--- config.mk ---
export PLATFORM = sky130hd
export DESIGN_NAME = alu_cnt_dec_unit_flat
export DESIGN_NICKNAME = d
export VERILOG_FILES = /design/src/rtl/alu_cnt_dec_unit_pkg.sv /design/src/rtl/alu_cnt_dec_unit_if.sv /design/src/rtl/alu_cnt_dec_unit_core.sv /design/src/rtl/alu_cnt_dec_unit.sv /design/src/flat_wrapper.sv
export SDC_FILE = /design/constraint.sdc
export NUM_CORES = 1
export LEC_CHECK = 0
export ABC_AREA = 0
export BUFFER_PORTS_ARGS = -buffer_cell sky130_fd_sc_hd__buf_4
export CORE_UTILIZATION = 43
export CTS_CLUSTER_DIAMETER = 150
export DETAILED_ROUTE_END_ITERATION = 16
export GPL_TIMING_DRIVEN = 0
export PLACE_DENSITY = 0.78
export SYNTH_ARGS = -nofsm -noshare
export SYNTH_HDL_FRONTEND = slang
export SYNTH_SLANG_ARGS = --single-unit
--- constraint.sdc ---
create_clock -name clk -period 3.8 [get_ports clk]
set_input_delay 1.14 -clock clk [delete_from_list [all_inputs] [get_ports clk]]
set_output_delay 1.14 -clock clk [all_outputs]
set_load 0.005 [all_outputs]
--- src/rtl/alu_cnt_dec_unit_pkg.sv ---
// Shared opcodes and widths for the ALU / counter / decoder lab datapath.
// Latency: n/a (definitions only).
// Backpressure: n/a (definitions only).
package alu4_pkg;

  localparam int ALU_W = 4;

  localparam logic [2:0] ALU_ADD = 3'b000;
  localparam logic [2:0] ALU_SUB = 3'b001;
  localparam logic [2:0] ALU_NOT = 3'b010;
  localparam logic [2:0] ALU_AND = 3'b011;
  localparam logic [2:0] ALU_OR  = 3'b100;
  localparam logic [2:0] ALU_XOR = 3'b101;
  localparam logic [2:0] ALU_LT  = 3'b110;
  localparam logic [2:0] ALU_EQ  = 3'b111;

  typedef logic [ALU_W-1:0] alu_word_t;

endpackage

--- src/rtl/alu_cnt_dec_unit_if.sv ---
// Signal bundle between the board top level (switches/LEDs) and the datapath.
// Latency: n/a (wires only).
// Backpressure: none; every signal is a plain level.
// Ports: master = board side (drives operands/enables, reads results),
//        slave  = datapath side.
interface alu_cnt_dec_unit_if;
  import alu4_pkg::*;

  logic [2:0] alu_fnselec;
  alu_word_t  alu_a;
  alu_word_t  alu_b;
  alu_word_t  alu_res;
  logic       alu_zero;
  logic       alu_overflow;
  logic       alu_carry;
  logic       cnt_en;
  logic [2:0] cnt_q;
  logic [2:0] dec_x;
  logic       dec_en;
  logic [7:0] dec_y;

  modport master (
    output alu_fnselec, alu_a, alu_b, cnt_en, dec_x, dec_en,
    input  alu_res, alu_zero, alu_overflow, alu_carry, cnt_q, dec_y
  );

  modport slave (
    input  alu_fnselec, alu_a, alu_b, cnt_en, dec_x, dec_en,
    output alu_res, alu_zero, alu_overflow, alu_carry, cnt_q, dec_y
  );

endinterface

--- src/rtl/alu_cnt_dec_unit_core.sv ---
// alu4_core: 4-bit combinational ALU with zero/overflow/carry flags.
// Latency: 0 cycles (pure combinational).
// Backpressure: none.
// Ports: fnselec (opcode), a/b (two's complement operands) in;
//        res, zero, overflow, carry out.
module alu4_core
  import alu4_pkg::*;
(
  input  logic [2:0] fnselec,
  input  alu_word_t  a,
  input  alu_word_t  b,
  output alu_word_t  res,
  output logic       zero,
  output logic       overflow,
  output logic       carry
);

  // One extra bit so the carry out of bit 3 falls out of the add.
  logic [ALU_W:0] sum;

  always_comb begin
    sum      = '0;
    res      = '0;
    overflow = 1'b0;
    carry    = 1'b0;
    case (fnselec)
      ALU_ADD: begin
        sum      = {1'b0, a} + {1'b0, b};
        res      = sum[ALU_W-1:0];
        carry    = sum[ALU_W];
        overflow = (a[ALU_W-1] == b[ALU_W-1]) && (sum[ALU_W-1] != a[ALU_W-1]);
      end
      ALU_SUB: begin
        // a + ~b + 1: carry set means no borrow occurred.
        sum      = {1'b0, a} + {1'b0, ~b} + {{ALU_W{1'b0}}, 1'b1};
        res      = sum[ALU_W-1:0];
        carry    = sum[ALU_W];
        overflow = (a[ALU_W-1] != b[ALU_W-1]) && (sum[ALU_W-1] != a[ALU_W-1]);
      end
      ALU_NOT: res = ~a;
      ALU_AND: res = a & b;
      ALU_OR:  res = a | b;
      ALU_XOR: res = a ^ b;
      ALU_LT:  res = {{(ALU_W-1){1'b0}}, ($signed(a) < $signed(b))};
      ALU_EQ:  res = {{(ALU_W-1){1'b0}}, (a == b)};
      default: res = '0;
    endcase
  end

  assign zero = ~|res;

endmodule

--- src/rtl/alu_cnt_dec_unit.sv ---
// Lab datapath: 4-bit ALU, 3-bit wrapping down counter, 3-to-8 decoder.
// Latency: ALU 0 cycles (1 cycle when ALU_OUT_REG_EN is defined); counter 1 edge; decoder 0.
// Backpressure: none; outputs follow inputs every cycle.
// Ports: clk, resetn (async active-low), bus (alu_cnt_dec_unit_if.slave).
// Build option: define ALU_OUT_REG_EN to register alu_res and the three flags.
module alu_cnt_dec_unit
  import alu4_pkg::*;
(
  input  logic                  clk,
  input  logic                  resetn,
  alu_cnt_dec_unit_if.slave     bus
);

  alu_word_t core_res;
  logic      core_zero;
  logic      core_overflow;
  logic      core_carry;

  alu4_core u_alu (
    .fnselec  (bus.alu_fnselec),
    .a        (bus.alu_a),
    .b        (bus.alu_b),
    .res      (core_res),
    .zero     (core_zero),
    .overflow (core_overflow),
    .carry    (core_carry)
  );

`ifdef ALU_OUT_REG_EN
  // Reset value keeps zero consistent with a cleared result.
  always_ff @(posedge clk or negedge resetn) begin
    if (!resetn) begin
      bus.alu_res      <= '0;
      bus.alu_zero     <= 1'b1;
      bus.alu_overflow <= 1'b0;
      bus.alu_carry    <= 1'b0;
    end else begin
      bus.alu_res      <= core_res;
      bus.alu_zero     <= core_zero;
      bus.alu_overflow <= core_overflow;
      bus.alu_carry    <= core_carry;
    end
  end
`else
  assign bus.alu_res      = core_res;
  assign bus.alu_zero     = core_zero;
  assign bus.alu_overflow = core_overflow;
  assign bus.alu_carry    = core_carry;
`endif

  // Down counter; 0 wraps to 7 through natural 3-bit underflow.
  always_ff @(posedge clk or negedge resetn) begin
    if (!resetn) begin
      bus.cnt_q <= 3'd0;
    end else if (bus.cnt_en) begin
      bus.cnt_q <= bus.cnt_q - 3'd1;
    end
  end

  always_comb begin
    bus.dec_y = 8'h00;
    if (bus.dec_en) begin
      bus.dec_y = 8'b1 << bus.dec_x;
    end
  end

endmodule

--- src/flat_wrapper.sv ---
// flat-port wrapper written by rule: the top's interface ports become plain ports
module alu_cnt_dec_unit_flat import alu4_pkg::*;
  (clk, resetn, bus_alu_fnselec, bus_alu_a, bus_alu_b, bus_cnt_en, bus_dec_x, bus_dec_en, bus_alu_res, bus_alu_zero, bus_alu_overflow, bus_alu_carry, bus_cnt_q, bus_dec_y);
  alu_cnt_dec_unit_if bus_i ();
  input  logic clk;
  input  logic resetn;
  input wire logic [$bits(bus_i.alu_fnselec)-1:0] bus_alu_fnselec;
  input wire logic [$bits(bus_i.alu_a)-1:0] bus_alu_a;
  input wire logic [$bits(bus_i.alu_b)-1:0] bus_alu_b;
  input wire logic [$bits(bus_i.cnt_en)-1:0] bus_cnt_en;
  input wire logic [$bits(bus_i.dec_x)-1:0] bus_dec_x;
  input wire logic [$bits(bus_i.dec_en)-1:0] bus_dec_en;
  output wire logic [$bits(bus_i.alu_res)-1:0] bus_alu_res;
  output wire logic [$bits(bus_i.alu_zero)-1:0] bus_alu_zero;
  output wire logic [$bits(bus_i.alu_overflow)-1:0] bus_alu_overflow;
  output wire logic [$bits(bus_i.alu_carry)-1:0] bus_alu_carry;
  output wire logic [$bits(bus_i.cnt_q)-1:0] bus_cnt_q;
  output wire logic [$bits(bus_i.dec_y)-1:0] bus_dec_y;
  assign bus_i.alu_fnselec = bus_alu_fnselec;
  assign bus_i.alu_a = bus_alu_a;
  assign bus_i.alu_b = bus_alu_b;
  assign bus_i.cnt_en = bus_cnt_en;
  assign bus_i.dec_x = bus_dec_x;
  assign bus_i.dec_en = bus_dec_en;
  assign bus_alu_res = bus_i.alu_res;
  assign bus_alu_zero = bus_i.alu_zero;
  assign bus_alu_overflow = bus_i.alu_overflow;
  assign bus_alu_carry = bus_i.alu_carry;
  assign bus_cnt_q = bus_i.cnt_q;
  assign bus_dec_y = bus_i.dec_y;
  alu_cnt_dec_unit u_core (.clk(clk), .resetn(resetn), .bus(bus_i));
endmodule
==> impl_metrics.csv, run 1 <==
group,metric,value,unit
drt,routed_via_density,5.254,
timing,fin_setup_tns,-335.4,ps
global_route,grt_pass1_vias,911,
power_and_ir_drop,peakVddDrop,0.0002917,V
worst_setup_path,worst-setup-path-type,"input port to primary output",
drt,ant_nets,0,
layout,reg_top3,"u_core.bus.cnt_q: 3 flops",
synthesis,syn_area,868.3,µm²
place,portBuffers,35,
timing,worst_pin_slew,303.9,ps
layout,fillers,126,
layout,fin_util,77.15,%
synthesis,ys_warn_count,0,
layout,drive_gt1_share,45.12,%
synthesis,synth_area_leaders,"ha_1 (19%), dfrtp_1 (8.6%), inv_1 (7.8%)",
cts,cts_num_sinks,3,
power_and_ir_drop,p_int,0.0002079,W
worst_setup_path,cp.depth,10,
power_and_ir_drop,p_sw,0.0001266,W
timing,rsz0062_at_grt,"yes",
cts,cts_buffers,3,
layout,finalInstanceArea,1390,µm²
global_route,antenna_found_initial,0,
synthesis,synth_top_area_share,18.73,%
worst_setup_path,r2r_setup_slack,2850,ps
die,rows,15,
cts,cts_root_buffer,"clkbuf_4",
power_and_ir_drop,p_comb_share,65.6,%
die,initial_utilization,48.19,%
global_route,grt_start_max_net_pins,11,
outcome,status,"finished with violations",
flow_run,drv_cap,0,
synthesis,synth-seq-cells,3,
cts,h-tree-depth,1,
timing,period_share,104.2,%
timing,finClkSkew,1.069,ps
worst_setup_path,cp_top_family,"compound AO/OA/AOI/OAI gates",
cts,clockBufferDepth,2,
synthesis,synth_largest_area_cell,"ha_1",
layout,seq_area,75.07,µm²
layout,fin_nets,198,
drt,dr_total_vias,993,
worst_setup_path,critPathLaunch,"bus_alu_b[1]",
layout,largest_reg_flops,3,
worst_setup_path,cp.required,2660,ps
drt,wl_per_cell,13.30,µm
power_and_ir_drop,pwr_density_cell,240.7,nW/µm²
global_route,groute.usage.overall,24.45,%
synthesis,yosysUniqueCellTypes,40,
global_route,grt_overflow,0,
synthesis,synth_edf_count,0,
synthesis,ys_seq_area_share,8.646,%
global_route,grt_first_pass_wirelength,3760,µm
power_and_ir_drop,clockPowerShare,16.2,%
timing,max_freq,252.5,MHz
cts,path_clk_slew,40,ps
layout,instances_no_fill,189,
worst_setup_path,critPathCaptureType,"primary output",
place,gp_congestion,0.8296,
synthesis,synth_nets,149,
outcome,failed_checks,"negative setup slack",
worst_setup_path,reg2reg_from,"u_core.bus.cnt_q[0]$_DFFE_PN0P_",
timing,setup_slack,-161.2,ps
worst_setup_path,worstPathArrival,2820,ps
worst_setup_path,start_kind,"input port",
die,coreArea,1802,µm²
place,placed_area,1165,µm²
worst_setup_path,cp_max_fo,3,
worst_setup_path,r2r-end,"u_core.bus.cnt_q[1]$_DFFE_PN0P_",
die,dieArea,2203,µm²
timing,setup_viol,4,
timing,period_needed,3961,ps
die,die_h,46.94,µm
power_and_ir_drop,pwr-share-seq,18.2,%
worst_setup_path,endpoint,"bus_alu_zero",
worst_setup_path,crit_buf_inv,4,
min_path,hp-class,"flop to flop",
layout,layout_common_cells,"buf_4 (38), nor2_1 (14), inv_1 (12)",
place,placed_cells,176,
drt,firstDrtPassIters,5,
drt,drt_iter0_markers,19,
timing,slew_violations,0,
layout,final_common_cell,"buf_4",
cts,clk_latency,230,ps
synthesis,async_flop_share,100.0,%
drt,drc_errors,0,
die,die-width,46.94,µm
layout,max_flop_register,"u_core.bus.cnt_q",
timing,timing.slew.headroom,79.52,%
worst_setup_path,crit_chain,"buf_8 -> clkinvlp_4 -> buf_6 -> fa_2 -> nor2_2 -> xnor2_1 -> nor3b_2 -> o41ai_2 -> o2111a_1 -> buf_4",
die,io-pin-count,36,
power_and_ir_drop,p_sw_share,37.86,%
power_and_ir_drop,leakagePower,0.6822,nW
layout,syn2layout_area_growth,60.09,%
synthesis,synth_ff_type,"dfrtp_1",
worst_setup_path,cp_slowest_cell,"fa_2",
timing,hold_viol_final,0,
cts,cts_tree,"yes",
worst_setup_path,max_stage_delay,410,ps
synthesis,syn_avg_cell_area,7.486,µm²
synthesis,netlist_instances,116,
layout,antenna_cells,0,
worst_setup_path,rr_worst_depth,3,
layout,multi_input_area,759.5,µm²
timing,holdWs,470.1,ps
drt,postRouteWirelength,2513,µm
place,dp_hpwl,1758,µm
-- area by class of cell --
type	instances	share of cell area (%)
repair buffers	44	26.19
plain buffers	5	3.960
clock buffers	4	1.890
inverters	18	5.671
multi-input cells	90	54.64
well taps	25	2.250
flip-flops and latches	3	5.401
-- worst reg2reg max path: cells and delay by family, from the launching register on --
family,cells,cell delay [ps]
buf+inv,1,60
mux,1,160
flops,1,370
fa+ha+maj,1,290
-- synthesized netlist by cell type, drive strengths merged, types with 2 or more instances --
cell type / count
o21ai: 3
mux2i: 4
xnor2: 4
nand2: 7
nor2: 15
buf: 4
a31oi: 2
inv: 18
xor2: 3
ha: 13
fa: 2
nand2b: 4
nor3: 4
dfrtp: 3
a21oi: 7
a21o: 2
-- routing by layer --
metal | wire length [µm] | GRT usage [%]
met5 | 0 | 0
met4 | 34 | 13.71
met3 | 142 | 3.077
met2 | 1238 | 43.33
met1 | 1099 | 28.18
-- how the worst min path moves through the flow --
stage,from,to,slack [ps],cells past startpoint
final,u_core.bus.cnt_q[2]$_DFFE_PN0P_,u_core.bus.cnt_q[2]$_DFFE_PN0P_,470,1
after global routing,u_core.bus.cnt_q[2]$_DFFE_PN0P_,u_core.bus.cnt_q[2]$_DFFE_PN0P_,490,1
after CTS,u_core.bus.cnt_q[2]$_DFFE_PN0P_,u_core.bus.cnt_q[2]$_DFFE_PN0P_,470,1
after detailed placement,u_core.bus.cnt_q[2]$_DFFE_PN0P_,u_core.bus.cnt_q[2]$_DFFE_PN0P_,460,1
after global placement,u_core.bus.cnt_q[2]$_DFFE_PN0P_,u_core.bus.cnt_q[2]$_DFFE_PN0P_,470,1
after floorplan,u_core.bus.cnt_q[2]$_DFFE_PN0P_,u_core.bus.cnt_q[2]$_DFFE_PN0P_,470,1
-- cells by family after synthesis --
family	share of synthesized area, %
flops	8.645
compound gates	20.18
simple gates	22.05
fa+ha+maj	23.34
buf+inv	14.12
xor+xnor	7.061
mux	4.611
-- power groups by stage --
stage,logic [W],registers (W),clock network (W)
floorplan,0.000101,0.0000622,0
global placement,0.000178,0.0000600,0
detailed placement,0.000186,0.0000614,0
CTS,0.000205,0.0000610,0.0000561
global route,0.000242,0.0000635,0.0000582
finish,0.000220,0.0000609,0.0000541
-- stage by stage --
stage	total power, W	worst slack [ps]
2_1_floorplan	0.0001636	12.95
3_3_place_gp	0.0002384	-412.1
3_5_place_dp	0.0002474	-423.2
4_1_cts	0.0003218	-229.8
5_1_grt	0.0003634	-235.4
6_report	0.0003345	-161.2
-- timing repair --
action | 4_1_cts | 5_1_grt
buffers inserted | 7 | 2
endpoints found under the setup margin | 5 | 6
hold buffers | 0 | 0
gates resized for setup | 20 | 13
pin swaps | 9 | 3
hold endpoints to repair | 0 | 0
Note: power is estimated with default switching activity, not from simulation.
==> inputs of run 2 (changes only) <==
--- a/config.mk
+++ b/config.mk
@@ -7,11 +7,11 @@
 export LEC_CHECK = 0
 export ABC_AREA = 0
 export BUFFER_PORTS_ARGS = -buffer_cell sky130_fd_sc_hd__buf_4
-export CORE_UTILIZATION = 43
+export CORE_UTILIZATION = 47
 export CTS_CLUSTER_DIAMETER = 150
 export DETAILED_ROUTE_END_ITERATION = 16
 export GPL_TIMING_DRIVEN = 0
-export PLACE_DENSITY = 0.78
+export PLACE_DENSITY = 0.8
 export SYNTH_ARGS = -nofsm -noshare
 export SYNTH_HDL_FRONTEND = slang
 export SYNTH_SLANG_ARGS = --single-unit
==> constraint.sdc (replaced) <==
create_clock -name clk -period 5 [get_ports clk]
set_input_delay 1.5 -clock clk [delete_from_list [all_inputs] [get_ports clk]]
set_output_delay 1.5 -clock clk [all_outputs]
set_load 0.005 [all_outputs]
==> run 2 against run 1 <==
Against the previous run: the run now ends clean; count of clock-buffer cells in the layout unchanged; cell area is 14% lower; setup slack gained 340 ps; critical path type unchanged.
==> impl_metrics.csv, run 2 (same netlist as run 1, synthesis figures left out) <==
group,metric,value,unit
worst_setup_path,endpoint,"bus_alu_zero",
power_and_ir_drop,leakagePower,0.6313,nW
worst_setup_path,r2r_setup_slack,4070,ps
worst_setup_path,reg2reg_from,"u_core.bus.cnt_q[0]$_DFFE_PN0P_",
cts,h-tree-depth,1,
timing,max_freq,207.3,MHz
cts,cts_root_buffer,"clkbuf_4",
layout,antenna_cells,0,
layout,syn2layout_area_growth,37.75,%
die,dieArea,2023,µm²
drt,ant_nets,0,
timing,period_share,96.47,%
global_route,grt_start_max_net_pins,11,
die,coreArea,1727,µm²
layout,reg_top3,"u_core.bus.cnt_q: 3 flops",
drt,wl_per_cell,11.37,µm
flow_run,drv_cap,0,
place,portBuffers,35,
cts,clk_latency,230,ps
timing,setup_viol,0,
power_and_ir_drop,peakVddDrop,0.0001647,V
timing,fin_setup_tns,0,ps
timing,timing.slew.headroom,74.93,%
die,die_h,44.98,µm
cts,cts_buffers,3,
timing,hold_viol_final,0,
drt,drt_iter0_markers,34,
global_route,groute.usage.overall,22.32,%
drt,dr_total_vias,916,
die,die-width,44.98,µm
die,initial_utilization,50.29,%
layout,fin_nets,189,
outcome,status,"finished clean",
worst_setup_path,start_kind,"input port",
layout,fin_util,69.28,%
worst_setup_path,rr_worst_depth,3,
power_and_ir_drop,pwr_density_cell,189.0,nW/µm²
timing,period_needed,4824,ps
timing,worst_pin_slew,366.5,ps
drt,postRouteWirelength,2047,µm
global_route,grt_first_pass_wirelength,3408,µm
die,io-pin-count,36,
worst_setup_path,r2r-end,"u_core.bus.cnt_q[1]$_DFFE_PN0P_",
worst_setup_path,worstPathArrival,3320,ps
cts,path_clk_slew,30,ps
global_route,grt_overflow,0,
cts,cts-hold-fix-buffers,0,
worst_setup_path,critPathLaunch,"bus_alu_a[0]",
timing,finClkSkew,1.320,ps
place,gp_congestion,0.8680,
drt,drc_errors,0,
timing,slew_violations,0,
place,dp_slack,-42.26,ps
min_path,hp-class,"flop to flop",
worst_setup_path,cp.required,3500,ps
layout,final_common_cell,"buf_4",
layout,drive_gt1_share,30.32,%
global_route,grt_pass1_vias,836,
worst_setup_path,worst-setup-path-type,"input port to primary output",
cts,clockBufferDepth,2,
cts,cts_tree,"yes",
layout,largest_reg_flops,3,
layout,max_flop_register,"u_core.bus.cnt_q",
cts,cts_num_sinks,3,
die,rows,15,
global_route,antenna_found_initial,0,
layout,fillers,149,
layout,finalInstanceArea,1196,µm²
cts,post_cts_buffers,0,
layout,layout_common_cells,"buf_4 (36), inv_1 (18), nor2_1 (15)",
place,dp_hpwl,1670,µm
timing,setup_slack,176.4,ps
drt,firstDrtPassIters,4,
timing,rsz0062_at_grt,"no",
place,placed_area,1162,µm²
worst_setup_path,cp_max_fo,3,
worst_setup_path,critPathCaptureType,"primary output",
drt,routed_via_density,5.089,
-- run 2: critical path: stages --
cell	delay, ps
buf_4	120
inv_1	70
ha_1	170
inv_1	60
fa_1	400
nor2_1	150
xnor2_1	140
nor3b_1	80
o41ai_2	300
o2111a_1	250
buf_4	100
-- run 2: how the worst min path moves through the flow --
stage,depth (start not counted),end,from
2_1_floorplan,1,u_core.bus.cnt_q[2]$_DFFE_PN0P_,u_core.bus.cnt_q[2]$_DFFE_PN0P_
4_1_cts,1,u_core.bus.cnt_q[2]$_DFFE_PN0P_,u_core.bus.cnt_q[2]$_DFFE_PN0P_
3_5_place_dp,1,u_core.bus.cnt_q[2]$_DFFE_PN0P_,u_core.bus.cnt_q[2]$_DFFE_PN0P_
5_1_grt,1,u_core.bus.cnt_q[2]$_DFFE_PN0P_,u_core.bus.cnt_q[2]$_DFFE_PN0P_
6_report,1,u_core.bus.cnt_q[2]$_DFFE_PN0P_,u_core.bus.cnt_q[2]$_DFFE_PN0P_
3_3_place_gp,1,u_core.bus.cnt_q[2]$_DFFE_PN0P_,u_core.bus.cnt_q[2]$_DFFE_PN0P_
-- run 2: metal layers --
layer  vias up  wire, µm  track usage [%]
met3         2       119            3.600
met5         -         0                0
met2        30       983            38.84
met4         0        10            7.879
li1        468         -                -
met1       416       933            27.56
-- run 2: power breakdown --
part	total, W	switching [W]	leakage (nW)	internal [W]
sequential	0.0000460	0.00000853	0.0350	0.0000375
combinational	0.000139	0.0000645	0.581	0.0000747
clock	0.0000409	0.0000111	0.0150	0.0000298
total	0.000226	0.0000841	0.631	0.000142
-- run 2: final cells by class --
cell class	count	area [µm²]	share of cell area, %
Tap cell	25	31.28	2.615
Clock buffer	4	26.28	2.197
Timing Repair Buffer	35	262.8	21.97
Sequential cell	3	75.07	6.276
Buffer	5	55.05	4.602
Inverter	18	67.56	5.649
Multi-Input combinational cell	90	678.2	56.69
-- run 2: stage by stage --
| stage | hold WS [ps] | power (W) | cells |
|---|---|---|---|
| floorplan | 467.6 | 0.0001242 | 116 |
| global placement | 465.0 | 0.0001806 | 176 |
| detailed placement | 473.2 | 0.0001852 | 176 |
| CTS | 480.1 | 0.0002285 | 180 |
| global route | 503.7 | 0.0002487 | 180 |
| finish | 473.8 | 0.0002261 | 180 |
-- run 2: timing repair --
| action | 4_1_cts | 5_1_grt |
|---|---|---|
| setup endpoints to repair | 1 | 1 |
| gates resized for setup | 1 | 0 |
| pin swaps | 0 | 1 |
==> inputs of run 3 (changes only) <==
--- a/config.mk
+++ b/config.mk
@@ -8,6 +8,7 @@
 export ABC_AREA = 0
 export BUFFER_PORTS_ARGS = -buffer_cell sky130_fd_sc_hd__buf_4
 export CORE_UTILIZATION = 47
+export CTS_BUF_LIST = sky130_fd_sc_hd__clkbuf_8
 export CTS_CLUSTER_DIAMETER = 150
 export DETAILED_ROUTE_END_ITERATION = 16
 export GPL_TIMING_DRIVEN = 0
==> run 3 against run 2 <==
Against the previous run: highest routed layer unchanged; die area did not move; maximum frequency is essentially flat; clock power increased by 67%; first-iteration DRC count increased by 2.9%; non-clock buffer count is the same; sequential share of layout area decreased by 0.097 points; utilization increased by 1.1 points; register-to-register slack is essentially flat.
==> impl_metrics.csv, run 3 (same netlist as run 1, synthesis figures left out) <==
group,metric,value,unit
drt,drt_iter0_markers,35,
cts,clockBufferDepth,2,
layout,drive_gt1_share,30.32,%
layout,instances_no_fill,180,
cts,cts-hold-fix-buffers,0,
layout,max_flop_register,"u_core.bus.cnt_q",
worst_setup_path,max_stage_delay,400,ps
drt,drc_errors,0,
drt,routed_via_density,5.150,
layout,multi_input_area,678.2,µm²
worst_setup_path,worstPathArrival,3320,ps
timing,slew_violations,0,
drt,dr_total_vias,927,
worst_setup_path,cp_max_fo,3,
die,dieArea,2023,µm²
timing,setup_viol,0,
layout,syn2layout_area_growth,39.91,%
die,die_h,44.98,µm
cts,cts_num_sinks,3,
timing,timing.slew.headroom,74.93,%
layout,reg_top3,"u_core.bus.cnt_q: 3 flops",
timing,period_share,96.49,%
layout,final_common_cell,"buf_4",
die,coreArea,1727,µm²
drt,postRouteWirelength,2052,µm
place,portBuffers,35,
timing,setup_slack,175.3,ps
outcome,status,"finished clean",
layout,seq_area,75.07,µm²
die,rows,15,
layout,fin_nets,189,
worst_setup_path,start_kind,"input port",
cts,cts_root_buffer,"clkbuf_8",
timing,worst_pin_slew,366.5,ps
die,die-width,44.98,µm
worst_setup_path,cp.required,3500,ps
timing,period_needed,4825,ps
layout,fillers,148,
worst_setup_path,worst-setup-path-type,"input port to primary output",
min_path,hp-class,"flop to flop",
drt,firstDrtPassIters,4,
cts,clk_latency,210,ps
min_path,hold_path_startpoint,"u_core.bus.cnt_q[2]$_DFFE_PN0P_",
worst_setup_path,crit_chain,"buf_4 -> inv_1 -> ha_1 -> inv_1 -> fa_1 -> nor2_1 -> xnor2_1 -> nor3b_1 -> o41ai_2 -> o2111a_1 -> buf_4",
worst_setup_path,critPathLaunch,"bus_alu_a[0]",
global_route,grt_overflow,0,
layout,largest_reg_flops,3,
global_route,grt_first_pass_wirelength,3387,µm
power_and_ir_drop,pwr_density_cell,208.6,nW/µm²
cts,cts_buffers,3,
layout,antenna_cells,0,
layout,layout_common_cells,"buf_4 (36), inv_1 (19), nor2_1 (15)",
worst_setup_path,cp_slowest_cell,"fa_1",
flow_run,drv_cap,0,
global_route,grt_pass1_vias,837,
drt,wl_per_cell,11.40,µm
cts,h-tree-depth,1,
cts,path_clk_slew,30,ps
die,initial_utilization,50.29,%
timing,max_freq,207.3,MHz
place,dp_slack,-42.26,ps
power_and_ir_drop,leakagePower,0.6432,nW
timing,hold_viol_final,0,
place,gp_congestion,0.8680,
global_route,grt_start_max_net_pins,11,
global_route,antenna_found_initial,0,
place,placed_cells,176,
timing,rsz0062_at_grt,"no",
power_and_ir_drop,peakVddDrop,0.0002715,V
cts,cts_tree,"yes",
worst_setup_path,critPathCaptureType,"primary output",
drt,ant_nets,0,
global_route,groute.usage.overall,22.16,%
place,dp_hpwl,1670,µm
worst_setup_path,reg2reg_from,"u_core.bus.cnt_q[0]$_DFFE_PN0P_",
die,io-pin-count,36,
timing,finClkSkew,1.560,ps
==> run 3: cell count changes in the layout (fill, tap and decap cells not counted) <==
| cell | delta |
|---|---|
| inv_1 | +1 |
| clkbuf_1 | -1 |
| clkbuf_4 | -3 |
| clkbuf_8 | +3 |
==> run 3: per-stage QoR <==
step	hold slack, ps	total power (W)	setup TNS, ps	utilization (%)	cell area (µm²)
final	473.4	0.0002535	0	70.36	1215
after global routing	503.1	0.0002784	0	70.36	1215
after CTS	479.8	0.0002583	0	70.36	1215
after detailed placement	473.2	0.0001852	-42.26	67.32	1162
after global placement	465.0	0.0001806	-64.77	67.32	1162
after floorplan	467.6	0.0001242	0	-	868.3
==> run 3: power by group <==
group	switching (W)	internal [W]	total (W)	leakage, nW
clock	0.0000161	0.0000523	0.0000684	0.0269
combinational	0.0000644	0.0000747	0.000139	0.581
sequential	0.00000852	0.0000375	0.0000460	0.0350
total	0.0000890	0.000164	0.000253	0.643
==> run 3: area by class of cell <==
class | count | area share (%)
sequential | 3 | 6.179
tap | 25 | 2.575
inverter | 18 | 5.561
timing repair buffer | 35 | 21.63
clock buffer | 3 | 3.399
multi-input combinational | 90 | 55.82
buffer | 5 | 4.531
clock inverter | 1 | 0.3090
==> run 3: critical path, delay by kind of cell <==
family / cells / cell delay (ps)
compound gates: 2 / 550
buf+inv: 4 / 350
simple gates: 2 / 230
fa+ha+maj: 2 / 570
xor+xnor: 1 / 140
==> run 3: final timing paths <==
check                      cells past startpoint  slack [ps]                         endpoint
setup / recovery                              11         180                     bus_alu_zero
hold / removal                                 1         470  u_core.bus.cnt_q[2]$_DFFE_PN0P_
setup reg to reg                               3        4080  u_core.bus.cnt_q[1]$_DFFE_PN0P_
hold reg to reg                                1         470  u_core.bus.cnt_q[2]$_DFFE_PN0P_
max in group asynchronous                      1        3840  u_core.bus.cnt_q[0]$_DFFE_PN0P_
min in group asynchronous                      1        1060  u_core.bus.cnt_q[1]$_DFFE_PN0P_
==> run 3: per-layer routing <==
metal	up-vias	global-route usage, %	wire length (µm)	share of wire, %
met5	-	0	0	0
met4	0	9.697	9	0.44
met3	4	1.200	123	6.0
met2	38	39.13	989	48
met1	420	27.56	929	45
li1	465	-	-	-
==> run 3: timing repair <==
item | CTS | global route
pin swaps | 0 | 1
setup endpoints to repair | 1 | 1
gates resized for setup | 1 | 0
buffers inserted | 0 | 0
